## src/rtl/uart_cmd_apb_ctrl.sv

```systemverilog
// Bridges parsed UART commands to a single APB master transfer and streams
// the ASCII response ("K", "E" or 8 uppercase hex digits, then CR) to the TX.
module uart_cmd_apb_ctrl #(
    parameter int unsigned TIMEOUT = 255
) (
    input  logic        iCLK,
    input  logic        iRESET,
    input  logic        iCMD_VALID,
    output logic        oCMD_READY,
    input  logic        iCMD_WR,
    input  logic        iCMD_ERR,
    input  logic [31:0] iCMD_ADDR,
    input  logic [31:0] iCMD_WDATA,
    output logic        oPSEL,
    output logic        oPENABLE,
    output logic        oPWRITE,
    output logic [31:0] oPADDR,
    output logic [31:0] oPWDATA,
    input  logic [31:0] iPRDATA,
    input  logic        iPREADY,
    input  logic        iPSLVERR,
    output logic [7:0]  oTX_DATA,
    output logic        oTX_VALID,
    input  logic        iTX_READY,
    output logic        oBUSY
);

    localparam int unsigned CNT_W = ($clog2(TIMEOUT + 1) < 1) ? 1 : $clog2(TIMEOUT + 1);
    localparam logic [CNT_W-1:0] CNT_LAST = CNT_W'(TIMEOUT - 1);
    localparam logic [7:0] CH_E  = 8'h45;
    localparam logic [7:0] CH_K  = 8'h4B;
    localparam logic [7:0] CH_CR = 8'h0D;

    typedef enum logic [1:0] {IDLE, SETUP, ACCESS, SEND} state_e;
    typedef enum logic [1:0] {RSP_ERR, RSP_OK, RSP_HEX} rsp_e;

    state_e            r_state;
    rsp_e              r_kind;
    logic              r_cmd_ready;
    logic              r_busy;
    logic              r_psel;
    logic              r_penable;
    logic              r_pwrite;
    logic [31:0]       r_paddr;
    logic [31:0]       r_pwdata;
    logic [31:0]       r_rdata;
    logic [7:0]        r_tx_data;
    logic              r_tx_valid;
    logic [3:0]        r_idx;
    logic [CNT_W-1:0]  r_cnt;

    rsp_e              w_cmpl_kind;
    logic [3:0]        w_last_idx;
    logic [7:0]        w_next_byte;

    // Byte idx of a response: letter+CR, or 8 hex digits (MSB first) + CR.
    function automatic logic [7:0] rsp_byte(input rsp_e kind, input logic [31:0] data,
                                            input logic [3:0] idx);
        logic [31:0] sh;
        logic [3:0]  nib;
        logic [7:0]  b;
        sh  = data << {idx[2:0], 2'b00};
        nib = sh[31:28];
        b   = CH_CR;
        case (kind)
            RSP_ERR: if (idx == 4'd0) b = CH_E;
            RSP_OK:  if (idx == 4'd0) b = CH_K;
            default: if (idx < 4'd8)
                         b = (nib < 4'd10) ? 8'h30 + 8'(nib) : 8'h37 + 8'(nib);
        endcase
        return b;
    endfunction

    always_comb begin
        w_cmpl_kind = RSP_HEX;
        if (iPSLVERR)      w_cmpl_kind = RSP_ERR;
        else if (r_pwrite) w_cmpl_kind = RSP_OK;
        w_last_idx  = (r_kind == RSP_HEX) ? 4'd8 : 4'd1;
        w_next_byte = rsp_byte(r_kind, r_rdata, 4'(r_idx + 4'd1));
    end

    always_ff @(posedge iCLK) begin
        if (iRESET) begin
            r_state     <= IDLE;
            r_kind      <= RSP_ERR;
            r_cmd_ready <= 1'b0;
            r_busy      <= 1'b0;
            r_psel      <= 1'b0;
            r_penable   <= 1'b0;
            r_pwrite    <= 1'b0;
            r_paddr     <= '0;
            r_pwdata    <= '0;
            r_rdata     <= '0;
            r_tx_data   <= '0;
            r_tx_valid  <= 1'b0;
            r_idx       <= '0;
            r_cnt       <= '0;
        end else begin
            case (r_state)
                IDLE: begin
                    r_cmd_ready <= 1'b1;
                    if (iCMD_VALID && r_cmd_ready) begin
                        r_cmd_ready <= 1'b0;
                        r_busy      <= 1'b1;
                        r_pwrite    <= iCMD_WR;
                        r_paddr     <= iCMD_ADDR;
                        r_pwdata    <= iCMD_WDATA;
                        r_idx       <= '0;
                        if (iCMD_ERR) begin
                            r_kind     <= RSP_ERR;
                            r_tx_data  <= CH_E;
                            r_tx_valid <= 1'b1;
                            r_state    <= SEND;
                        end else begin
                            r_psel  <= 1'b1;
                            r_state <= SETUP;
                        end
                    end
                end
                SETUP: begin
                    r_penable <= 1'b1;
                    r_cnt     <= '0;
                    r_state   <= ACCESS;
                end
                ACCESS: begin
                    // iPREADY wins over a coincident timeout terminal count.
                    if (iPREADY) begin
                        r_psel     <= 1'b0;
                        r_penable  <= 1'b0;
                        r_rdata    <= iPRDATA;
                        r_kind     <= w_cmpl_kind;
                        r_tx_data  <= rsp_byte(w_cmpl_kind, iPRDATA, 4'd0);
                        r_tx_valid <= 1'b1;
                        r_idx      <= '0;
                        r_state    <= SEND;
                    end else if (r_cnt == CNT_LAST) begin
                        r_psel     <= 1'b0;
                        r_penable  <= 1'b0;
                        r_kind     <= RSP_ERR;
                        r_tx_data  <= CH_E;
                        r_tx_valid <= 1'b1;
                        r_idx      <= '0;
                        r_state    <= SEND;
                    end else begin
                        r_cnt <= r_cnt + CNT_W'(1);
                    end
                end
                SEND: begin
                    if (iTX_READY) begin
                        if (r_idx == w_last_idx) begin
                            r_tx_valid  <= 1'b0;
                            r_idx       <= '0;
                            r_busy      <= 1'b0;
                            r_cmd_ready <= 1'b1;
                            r_state     <= IDLE;
                        end else begin
                            r_idx     <= 4'(r_idx + 4'd1);
                            r_tx_data <= w_next_byte;
                        end
                    end
                end
                default: r_state <= IDLE;
            endcase
        end
    end

    assign oCMD_READY = r_cmd_ready;
    assign oBUSY      = r_busy;
    assign oPSEL      = r_psel;
    assign oPENABLE   = r_penable;
    assign oPWRITE    = r_pwrite;
    assign oPADDR     = r_paddr;
    assign oPWDATA    = r_pwdata;
    assign oTX_DATA   = r_tx_data;
    assign oTX_VALID  = r_tx_valid;

endmodule

```

## config.mk

```make
export PLATFORM = sky130hd
export DESIGN_NAME = uart_cmd_apb_ctrl
export DESIGN_NICKNAME = d
export VERILOG_FILES = /design/src/rtl/uart_cmd_apb_ctrl.sv
export SDC_FILE = /design/constraint.sdc
export NUM_CORES = 1
export LEC_CHECK = 0
export BUFFER_PORTS_ARGS = -buffer_cell sky130_fd_sc_hd__buf_4
export CAP_MARGIN = 20
export CORE_MARGIN = 1
export CORE_UTILIZATION = 50
export DETAILED_ROUTE_END_ITERATION = 6
export PLACE_DENSITY = 0.9
export REMOVE_ABC_BUFFERS = 1
export SYNTH_ARGS = -nofsm -noshare
export SYNTH_HDL_FRONTEND = slang
export SYNTH_SLANG_ARGS = --single-unit
export TNS_END_PERCENT = 50
```

## constraint.sdc

```tcl
create_clock -name iCLK -period 3 [get_ports iCLK]
set_input_delay 0.3 -clock iCLK [delete_from_list [all_inputs] [get_ports iCLK]]
set_output_delay 0.3 -clock iCLK [all_outputs]
set_load 0.1 [all_outputs]
```

[Word level (Yosys, flattened, before mapping)]
Index checks and enable logic that the tools add are counted.
Word-level totals
  register bits: 126
  output and inout port bits: 78
  bits of input ports: 104
  word-level logic and storage cells: 119
Cells by class
  shift-type cells: 1
  equal/unequal tests: 17
  reduce and logical (&&, ||, !) cells: 21
  $lt $le $gt $ge: 3
  muxes and demuxes: 57
  add/subtract/negate cells: 6
Operators by type and width (count)
  8-bit 2-to-1 mux: 8
  7-bit 2-to-1 mux: 5
  8-bit one-hot mux with 2 select lines: 2
  32-bit by 5-bit left shift with 32-bit output: 1
  6-bit by 4-bit adder with 7-bit output (first input constant): 4
  2-bit 2-to-1 mux: 12
  4-bit 2-to-1 mux: 6
  8-bit one-hot mux with 3 select lines: 1
  4-bit AND reduction: 5
  2-bit != test (second input constant): 8
  1-bit 2-to-1 mux: 14
  7-bit one-hot mux with 2 select lines: 1
  4-bit < comparator (second input constant): 3
  4-bit one-hot mux with 3 select lines: 1
  6-bit AND reduction: 2
  8-bit by 1-bit adder with 8-bit output (second input constant): 1
  8-bit == test (second input constant): 1
  1-bit one-hot mux with 2 select lines: 4
  2-bit one-hot mux with 4 select lines: 1
  2-bit by 1-bit == test with 1-bit output (second input constant): 3
  2-bit == test (second input constant): 3
  2-bit zero test: 3
  2-bit AND reduction: 3
  3-bit AND reduction: 2
  9 further kinds: 11

[Longest topological paths before layout]
Gate-level depths: netlist of the first run.
  depth after elaboration: 9
  gate-level depth with buffers: 9
  depth with buffers taken out: 8

[Worst setup path after synthesis of the first run]
Ideal clock, no wire load.
  kind: reg2reg
  start point: reg r_idx[1]
  end point: reg r_tx_data[4] (netlist: oTX_DATA[4])
  slack: 0.541 ns
  library setup time: 0.117 ns
  data required time: 2.883 ns
  arrival time: 2.342 ns
  path buffers: 0
  cell stages (with the launch flop): 9
  path through: dfxtp_1 > ha_1 > xor2_2 > mux4_2 > ha_1 > o21a_1 > nor2_1 > o211ai_1 > o211a_1
On the way
  word-level cells in the longest chain between the ends: 9
  elaborated cells between the ends (all ways): 15
  classes of those cells: add/sub: 3; order compare: 2; eq/ne: 2; shift: 1; mux: 6; reduce/logical: 1
RTL lines
  start, declared: RTL line 49  | logic [3:0] r_idx;
  start signal, assigned: RTL line 157  | r_idx <= 4'(r_idx + 4'd1);
  4-bit by 1-bit adder with 4-bit output: RTL line 79  | w_next_byte = rsp_byte(r_kind, r_rdata, 4'(r_idx + 4'd1));
  32-bit by 5-bit left shift with 32-bit output: RTL line 62  | sh = data << {idx[2:0], 2'b00};
  6-bit by 4-bit adder with 7-bit output / 4-bit < comparator (equally long branches): RTL line 69  | b = (nib < 4'd10) ? 8'h30 + 8'(nib) : 8'h37 + 8'(nib);
  7-bit 2-to-1 mux: RTL line 69
  7-bit 2-to-1 mux: RTL line 68  | default: if (idx < 4'd8)
  8-bit one-hot mux with 2 select lines: RTL line 65  | case (kind)
  8-bit 2-to-1 mux: RTL line 150  | if (r_idx == w_last_idx) begin
  8-bit 2-to-1 mux: RTL line 149  | if (iTX_READY) begin
  8-bit one-hot mux with 3 select lines: RTL line 99  | case (r_state)
  end signal, assigned: RTL line 132  | r_tx_data <= rsp_byte(w_cmpl_kind, iPRDATA, 4'd0);
  end signal, assigned: RTL line 158  | r_tx_data <= w_next_byte;
  end, declared: RTL line 47  | logic [7:0] r_tx_data;
Several ways; a longest one is shown, not always the timed one. The select of a mux whose other input is x is not followed.
A chain may end at the register's enable or synchronous reset.

[Worst setup path in the final report of the first run]
Same ends and word-level chain as after synthesis.

==> results of run 1 <==
[state kept, by name (all words and copies together) (netlist names), 2 cells and up]
register,count
oPWDATA,32
r_state,2
r_cnt,8
oPADDR,32
r_idx,4
r_kind,2
oTX_DATA,7
r_rdata,32
[cell usage in the layout, fill, tap and decap left out, types with 8 or more instances in the layout]
cell,count
clkbuf_16,16
ha_1,9
nand3_1,8
inv_1,11
mux2i_1,14
nand2_1,217
a21oi_1,122
o21ai_0,11
nor2_1,33
buf_4,188
dfxtp_1,125
[per-stage QoR]
step | cell area [µm²] | cells | setup slack, ns
after global placement | 6730 | 950 | 0.398
after CTS | 7280 | 982 | 0.320
after floorplan | 5140 | 626 | 0.131
final | 7280 | 982 | 0.285
after detailed placement | 6730 | 950 | 0.327
after global routing | 7280 | 982 | 0.0788
[kinds of logic after synthesis]
family,Yosys count,synth area share (%)
AND/OR/NAND/NOR,289,22.5
XOR/XNOR,7,1.30
AO/OA/AOI/OAI,163,17.2
buffers and inverters,52,3.98
multiplexers,21,5.68
adder cells (fa/ha/maj),9,2.12
other,1,0.0706
flip-flops,125,47.1
[power by group through the flow]
stage	clock (mW)	sequential [mW]	combinational, mW
global route	1.98	2.10	3.06
detailed placement	0	2.10	2.87
finish	1.87	2.06	2.89
CTS	1.91	2.06	2.89
floorplan	0	3.44	0.829
global placement	0	2.09	2.84
[worst reg2reg max path, cell delays in order (launching register included)]
cell and delay [ns]:
dfxtp_1 0.47, ha_1 0.30, xor2_2 0.34, mux4_2 0.64, ha_1 0.26, o21a_1 0.19, nor2_1 0.13, o211ai_1 0.12
o211a_1 0.17
[layout make-up]
cell class / instances / share of cell area (%)
multi-input cells: 490 / 35.8
flip-flops and latches: 125 / 34.4
repair buffers: 188 / 19.4
clock buffers: 18 / 5.88
well taps: 136 / 2.34
clock inverters: 14 / 1.70
inverters: 11 / 0.567
[how the worst max path moves through the flow]
stage / from / slack, ns / end / depth (start not counted)
final: r_idx[1] / 0.28 / oTX_DATA[4] / 8
after global placement: r_idx[1] / 0.40 / oTX_DATA[4] / 8
after detailed placement: r_idx[1] / 0.33 / oTX_DATA[4] / 8
after CTS: r_idx[1] / 0.32 / oTX_DATA[4] / 8
after global routing: r_idx[1] / 0.08 / oTX_DATA[4] / 8
after floorplan: oCMD_READY / 0.13 / oPADDR[0] / 3
[routing by layer]
layer  part of all wire [%]  track usage [%]  vias up
li1                       -                -     2579
met1                     39             28.3     2392
met2                     52             45.8      172
met3                    7.5             8.48       23
met4                    1.9             9.46        0
met5                      0                0        -
==> PnR_summary.wiki, run 1 <==
{| class="wikitable"
! Metric !! Value
|-
| Routability congestion estimate || ~0.90
|-
| CTS max path bufs || 2
|-
| Number of hold-repair buffers added at the cts stage || 0
|-
| Number of global-route vias before repair || a little under 5000
|-
| Number of I/O port buffers || 180
|-
| Setup repair after global routing missed its margin || false
|-
| Internal power || about 3.7 mW
|-
| Number of antenna violations at the first check in global routing || 0
|-
| Cell accounting for the most synthesized area || dfxtp_1
|-
| Mean instance size in the synthesized netlist || ~8.0 µm²
|-
| Flops & latches, synth || 125
|-
| Global-route wire length before repair || 22800 µm
|-
| Count of unresolved DRC violations after routing || 0
|-
| Number of sinks handled by clock tree synthesis || roughly 130
|-
| CTS clk-pin slew, worst paths || ~0.06 ns
|-
| Maximum number of pins on one net before global-route repair || 67
|-
| Cell Chain, Critical Path || ha_1, xor2_2, mux4_2, ha_1, o21a_1, nor2_1, o211ai_1, o211a_1
|-
| Fraction of registers with async set/reset || 0%
|-
| DIE AREA || ~11000 µm²
|-
| Layout cells sized above 1 || roughly 28%
|-
| Run status || completed
|-
| Cell with the largest stage delay on the worst path || mux4_2
|-
| Cell repeated most along the worst path || ha_1
|-
| Number of gates resized after cts || 0
|-
| ANT nets after route || 0
|-
| Clock skew after layout || around 0.017 ns
|-
| Yosys top cell area share || around 47%
|-
| H-tree lvl count || 4
|-
| Detail Placement HPWL || 9790 µm
|-
| Core Util, Final || approximately 70%
|-
| CP endpoint kind || flip-flop
|-
| Cell family with most CP delay || multiplexers
|-
| DRC violation total after the first TritonRoute iteration || 270
|-
| Number of nets in the final layout || 946
|-
| Post-DR vias/cell || 5.26
|-
| Worst-case reg-to-reg path depth || 8
|-
| Data arrival, critical path || around 3.1 ns
|-
| Hold path start || iPRDATA[13]
|-
| Actual transition at the worst max-transition pin || 0.663 ns
|-
| Overall routing resource usage || roughly a quarter
|-
| Final critical-path required period || 2.72 ns
|-
| CTS tree || yes
|-
| Final Total Pwr || just under 7 mW
|-
| Worst r2r src || r_idx[1]
|-
| Worst setup path category || reg -> reg
|-
| Clock Root Buffer || clkbuf_8
|-
| Number of inserted filler cells in the final layout || about 800
|-
| Relative contribution of combinational cells to total power || approximately 42%
|-
| Count of yosys warnings during synthesis || 0
|-
| Longest individual stage delay on the worst path || between 0.6 and 0.7 ns
|-
| Sequential Area || between 2000 and 3000 µm²
|-
| Leakage power of the design || a little under 3 nW
|-
| Depth of the worst hold-timing path || 3
|-
| Core area || roughly 10000 µm²
|-
| Cell Rows || 37
|-
| Max-slew violation count || 0
|-
| IO Pins || 182
|-
| Final hold violations || 0
|-
| Worst-Skew Late Latency || 0.51 ns
|-
| Top-count cell post-synth || nand2_1
|-
| Kind of launch point of the worst setup path || flip-flop
|-
| Initial cell density of the core || 51.4%
|-
| Vias || approximately 5200
|-
| Clock network fraction of design power || between 20% and 30%
|-
| Aggregate negative setup slack || 0 ns
|-
| Hold Path End || r_rdata[13]
|-
| Die span in y || between 100 and 150 µm
|-
| Peak Freq || around 0.37 GHz
|-
| GRT overflow || 0
|-
| Switching Fraction || around 46%
|-
| Proportion of power drawn by flip-flops and latches || 30.2%
|-
| Minimum setup slack among reg-to-reg paths || about 0.28 ns
|-
| Critical Path RT || about 3.4 ns
|-
| Routed WL per cell || between 10 and 15 µm
|-
| Number of iterations in the first detailed-routing pass || 5
|-
| Terminus of the critical flop-to-flop path || oTX_DATA[4]
|-
| Tcrit/Tclk final || 90.5%
|-
| Critical-path maximum fanout || 8
|-
| Final-report setup violation count || 0
|-
| Total wirelength of the detailed-routed design || about 14000 µm
|-
| Gate count of the mapped netlist || between 600 and 700
|-
| Number of buffers added by the clock tree synthesis step || 17
|-
| Buf/Inv on CP || 0
|-
| Net Sw Power || 3.17 mW
|-
| PwrDens || ~940 nW/µm²
|-
| Cell area after synthesis || between 5000 and 6000 µm²
|-
| Class of the most critical hold timing path || in -> reg
|-
| Signed area change from the synthesized netlist to the final layout || 37.1%
|-
| Ant. Diodes || 0
|-
| Number of flops mapped to enable cells by yosys || 0
|-
| Normalized max-slew margin || 55.8%
|-
| Distinct cell type count after synthesis || 55
|-
| Ranking of synthesized cells by instance count || nand2_1, dfxtp_1, a21oi_1, clkbuf_1, nor2_1
|-
| Number of buffers inserted by post-CTS setup repair || 0
|-
| Overall die width || around 110 µm
|-
| Worst hold slack after final layout || 0.0247 ns
|-
| Most area-consuming cells after synthesis || dfxtp_1, nand2_1, a21oi_1, mux2i_1, clkbuf_1
|-
| Number of max-capacitance violations reported || 0
|-
| Prevailing post-synth register cell || dfxtp_1
|-
| Highest ir drop seen on vdd || approximately 0.63 mV
|-
| Share of the yosys chip area belonging to registers || 47.1%
|-
| Area used by multi-input combinational logic || about 2600 µm²
|}
Power figures use the tool's default switching activity.
==> run 2: changes to the inputs <==
--- a/config.mk
+++ b/config.mk
@@ -11,6 +11,7 @@
 export CORE_UTILIZATION = 50
 export DETAILED_ROUTE_END_ITERATION = 6
 export PLACE_DENSITY = 0.9
+export RECOVER_POWER = 25
 export REMOVE_ABC_BUFFERS = 1
 export SYNTH_ARGS = -nofsm -noshare
 export SYNTH_HDL_FRONTEND = slang
==> constraint.sdc (replaced) <==
create_clock -name iCLK -period 3.45 [get_ports iCLK]
set_input_delay 0.345 -clock iCLK [delete_from_list [all_inputs] [get_ports iCLK]]
set_output_delay 0.345 -clock iCLK [all_outputs]
set_load 0.1 [all_outputs]
==> run 2 against run 1 <==
Sequential cell count stayed put. Clock power decreased by 7%. Core utilization shrank 1.5 points. Total power fell by 13%. Via count about the same. Hold slack gained 0.040 ns. Clock skew decreased by 0.0053 ns. First-iteration DRC count is 8.9% lower. Die area stayed put. Combinational power down 16%. Sequential power decreased by 13%. Sequential share of layout area grew 0.75 points.
==> PnR_summary.wiki, run 2 (synthesized netlist as in run 1, its figures left out) <==
{| class="wikitable"
! Metric !! Value
|-
| Overall die width || 105 µm (unchanged)
|-
| Post-DR vias/cell || 5.26 (about the same)
|-
| Net Sw Power || 2.73 mW (-14%)
|-
| Final-report setup violation count || 0 (unchanged)
|-
| Number of buffers inserted by post-CTS setup repair || 0 (unchanged)
|-
| CTS tree || yes
|-
| Number of I/O port buffers || 180 (unchanged)
|-
| Internal power || 3.23 mW (-12%)
|-
| Most common cell after layout, fill and taps aside || nand2_1
|-
| Die span in y || 105 µm (unchanged)
|-
| Number of hold-repair buffers added at the cts stage || 0 (unchanged)
|-
| DIE AREA || 11000 µm² (unchanged)
|-
| Number of antenna violations at the first check in global routing || 0 (unchanged)
|-
| Maximum number of pins on one net before global-route repair || 67 (unchanged)
|-
| Data arrival, critical path || 3.18 ns (+0.06 ns)
|-
| CP endpoint kind || flip-flop
|-
| Actual transition at the worst max-transition pin || 1.26 ns (+0.598 ns)
|-
| Total wirelength of the detailed-routed design || 14400 µm (+3.5%)
|-
| PwrDens || 837 nW/µm² (-11%)
|-
| Final hold violations || 0 (unchanged)
|-
| Ant. Diodes || 0 (unchanged)
|-
| Clock Root Buffer || clkbuf_8
|-
| Critical-path maximum fanout || 13 (+5)
|-
| Overall routing resource usage || 26.6% (+0.94 points)
|-
| Cell Rows || 37 (unchanged)
|-
| Number of sinks handled by clock tree synthesis || 125 (unchanged)
|-
| Run status || completed
|-
| Proportion of power drawn by flip-flops and latches || 30.1% (about the same)
|-
| Most frequent cells in the layout || nand2_1, buf_4, dfxtp_1
|-
| Max-slew violation count || 0 (unchanged)
|-
| Class of the most critical hold timing path || in -> reg
|-
| Vias || 5164 (-0.039%)
|-
| ANT nets after route || 0 (unchanged)
|-
| Setup repair after global routing missed its margin || false
|-
| Highest ir drop seen on vdd || 0.543 mV (-14%)
|-
| Kind of launch point of the worst setup path || flip-flop
|-
| Peak Freq || 0.361 GHz (-2.1%)
|-
| H-tree lvl count || 4 (unchanged)
|-
| Normalized max-slew margin || 16.2% (-40 points)
|-
| Routability congestion estimate || 0.871 (-3.4%)
|-
| Critical Path RT || 3.86 ns (+0.45 ns)
|-
| CTS max path bufs || 2 (unchanged)
|-
| DRC violation total after the first TritonRoute iteration || 246 (-8.9%)
|-
| Worst hold slack after final layout || 0.0651 ns (+0.0404 ns)
|-
| Core area || 10300 µm² (unchanged)
|-
| Worst setup path category || reg -> reg
|-
| Number of iterations in the first detailed-routing pass || 5 (unchanged)
|-
| Initial cell density of the core || 51.4% (unchanged)
|-
| Number of inserted filler cells in the final layout || 837 (+1.9%)
|-
| Clock network fraction of design power || 29.3% (+1.8 points)
|-
| Number of gates resized after cts || 0 (unchanged)
|-
| Tcrit/Tclk final || 80.4% (-10 points)
|-
| Number of buffers added by the clock tree synthesis step || 17 (unchanged)
|-
| Aggregate negative setup slack || 0 ns (unchanged)
|-
| GRT overflow || 0 (unchanged)
|-
| Number of max-capacitance violations reported || 0 (unchanged)
|-
| Routed WL per cell || 14.7 µm (+3.6%)
|-
| Detail Placement HPWL || 9860 µm (+0.69%)
|-
| Leakage power of the design || 2.77 nW (-6.9%)
|-
| Signed area change from the synthesized netlist to the final layout || 34.1%
|-
| Clock skew after layout || 0.0114 ns (-0.00532 ns)
|-
| CTS clk-pin slew, worst paths || 0.06 ns (about the same)
|-
| Number of global-route vias before repair || 5056 (+2.3%)
|-
| Global-route wire length before repair || 23300 µm (+2.1%)
|-
| Switching Fraction || 45.8% (-0.60 points)
|-
| IO Pins || 182 (unchanged)
|-
| Number of nets in the final layout || 945 (-0.11%)
|-
| Worst-Skew Late Latency || 0.52 ns (about the same)
|-
| Count of unresolved DRC violations after routing || 0 (unchanged)
|-
| Relative contribution of combinational cells to total power || 40.6% (-1.7 points)
|-
| Final critical-path required period || 2.77 ns (+0.0571 ns)
|-
| Layout cells sized above 1 || 21.8% (-5.9 points)
|}
==> run 2: worst max-delay path, cell delays in order, from the launching register on <==
cell and delay, ns:
dfxtp_1 0.37, ha_1 0.69, mux2i_1 0.16, mux4_2 0.58, ha_1 0.27, o21a_1 0.20, nor2_1 0.14, o211ai_1 0.10
o211a_1 0.15
==> run 2: power groups by stage <==
stage / registers [mW] / logic (mW) / clock network (mW)
floorplan: 2.99 / 0.721 / 0
global placement: 1.82 / 2.47 / 0
detailed placement: 1.83 / 2.49 / 0
CTS: 1.80 / 2.51 / 1.77
global route: 1.82 / 2.57 / 1.84
finish: 1.79 / 2.42 / 1.74
==> run 2: final cells by class <==
cell class	instances	area, µm²	area share [%]
inverters	11	41.3	0.580
clock buffers	18	428	6.01
clock inverters	14	159	2.23
multi-input cells	490	2600	36.5
repair buffers	187	1220	17.1
flip-flops and latches	125	2500	35.1
well taps	136	170	2.39
==> run 2: metrics by stage <==
stage / instance area [µm²] / instances / utilization (%) / setup slack (ns) / power (mW)
finish: 7120 / 981 / 69.0 / 0.678 / 5.96
global route: 7120 / 981 / 69.0 / 0.500 / 6.22
CTS: 7310 / 981 / 70.8 / 0.686 / 6.08
detailed placement: 6720 / 949 / 65.1 / 0.695 / 4.32
global placement: 6720 / 949 / 65.1 / 0.829 / 4.29
floorplan: 5140 / 626 / - / 0.581 / 3.71
==> run 2: final timing paths <==
kind / start / to / slack, ns / depth (start not counted)
setup / recovery: r_idx[1] / oTX_DATA[4] / 0.68 / 8
hold / removal: iCMD_WDATA[18] / oPWDATA[18] / 0.07 / 3
hold reg to reg: oPWDATA[9] / oPWDATA[9] / 0.45 / 2
setup reg to reg: r_idx[1] / oTX_DATA[4] / 0.68 / 8
==> run 2: per-layer routing <==
layer	vias to the layer above	GRT usage, %	routed length (µm)
li1	2580	-	-
met1	2384	28.8	5500
met2	170	47.1	7520
met3	30	9.30	998
met4	0	11.2	383
met5	-	0	0
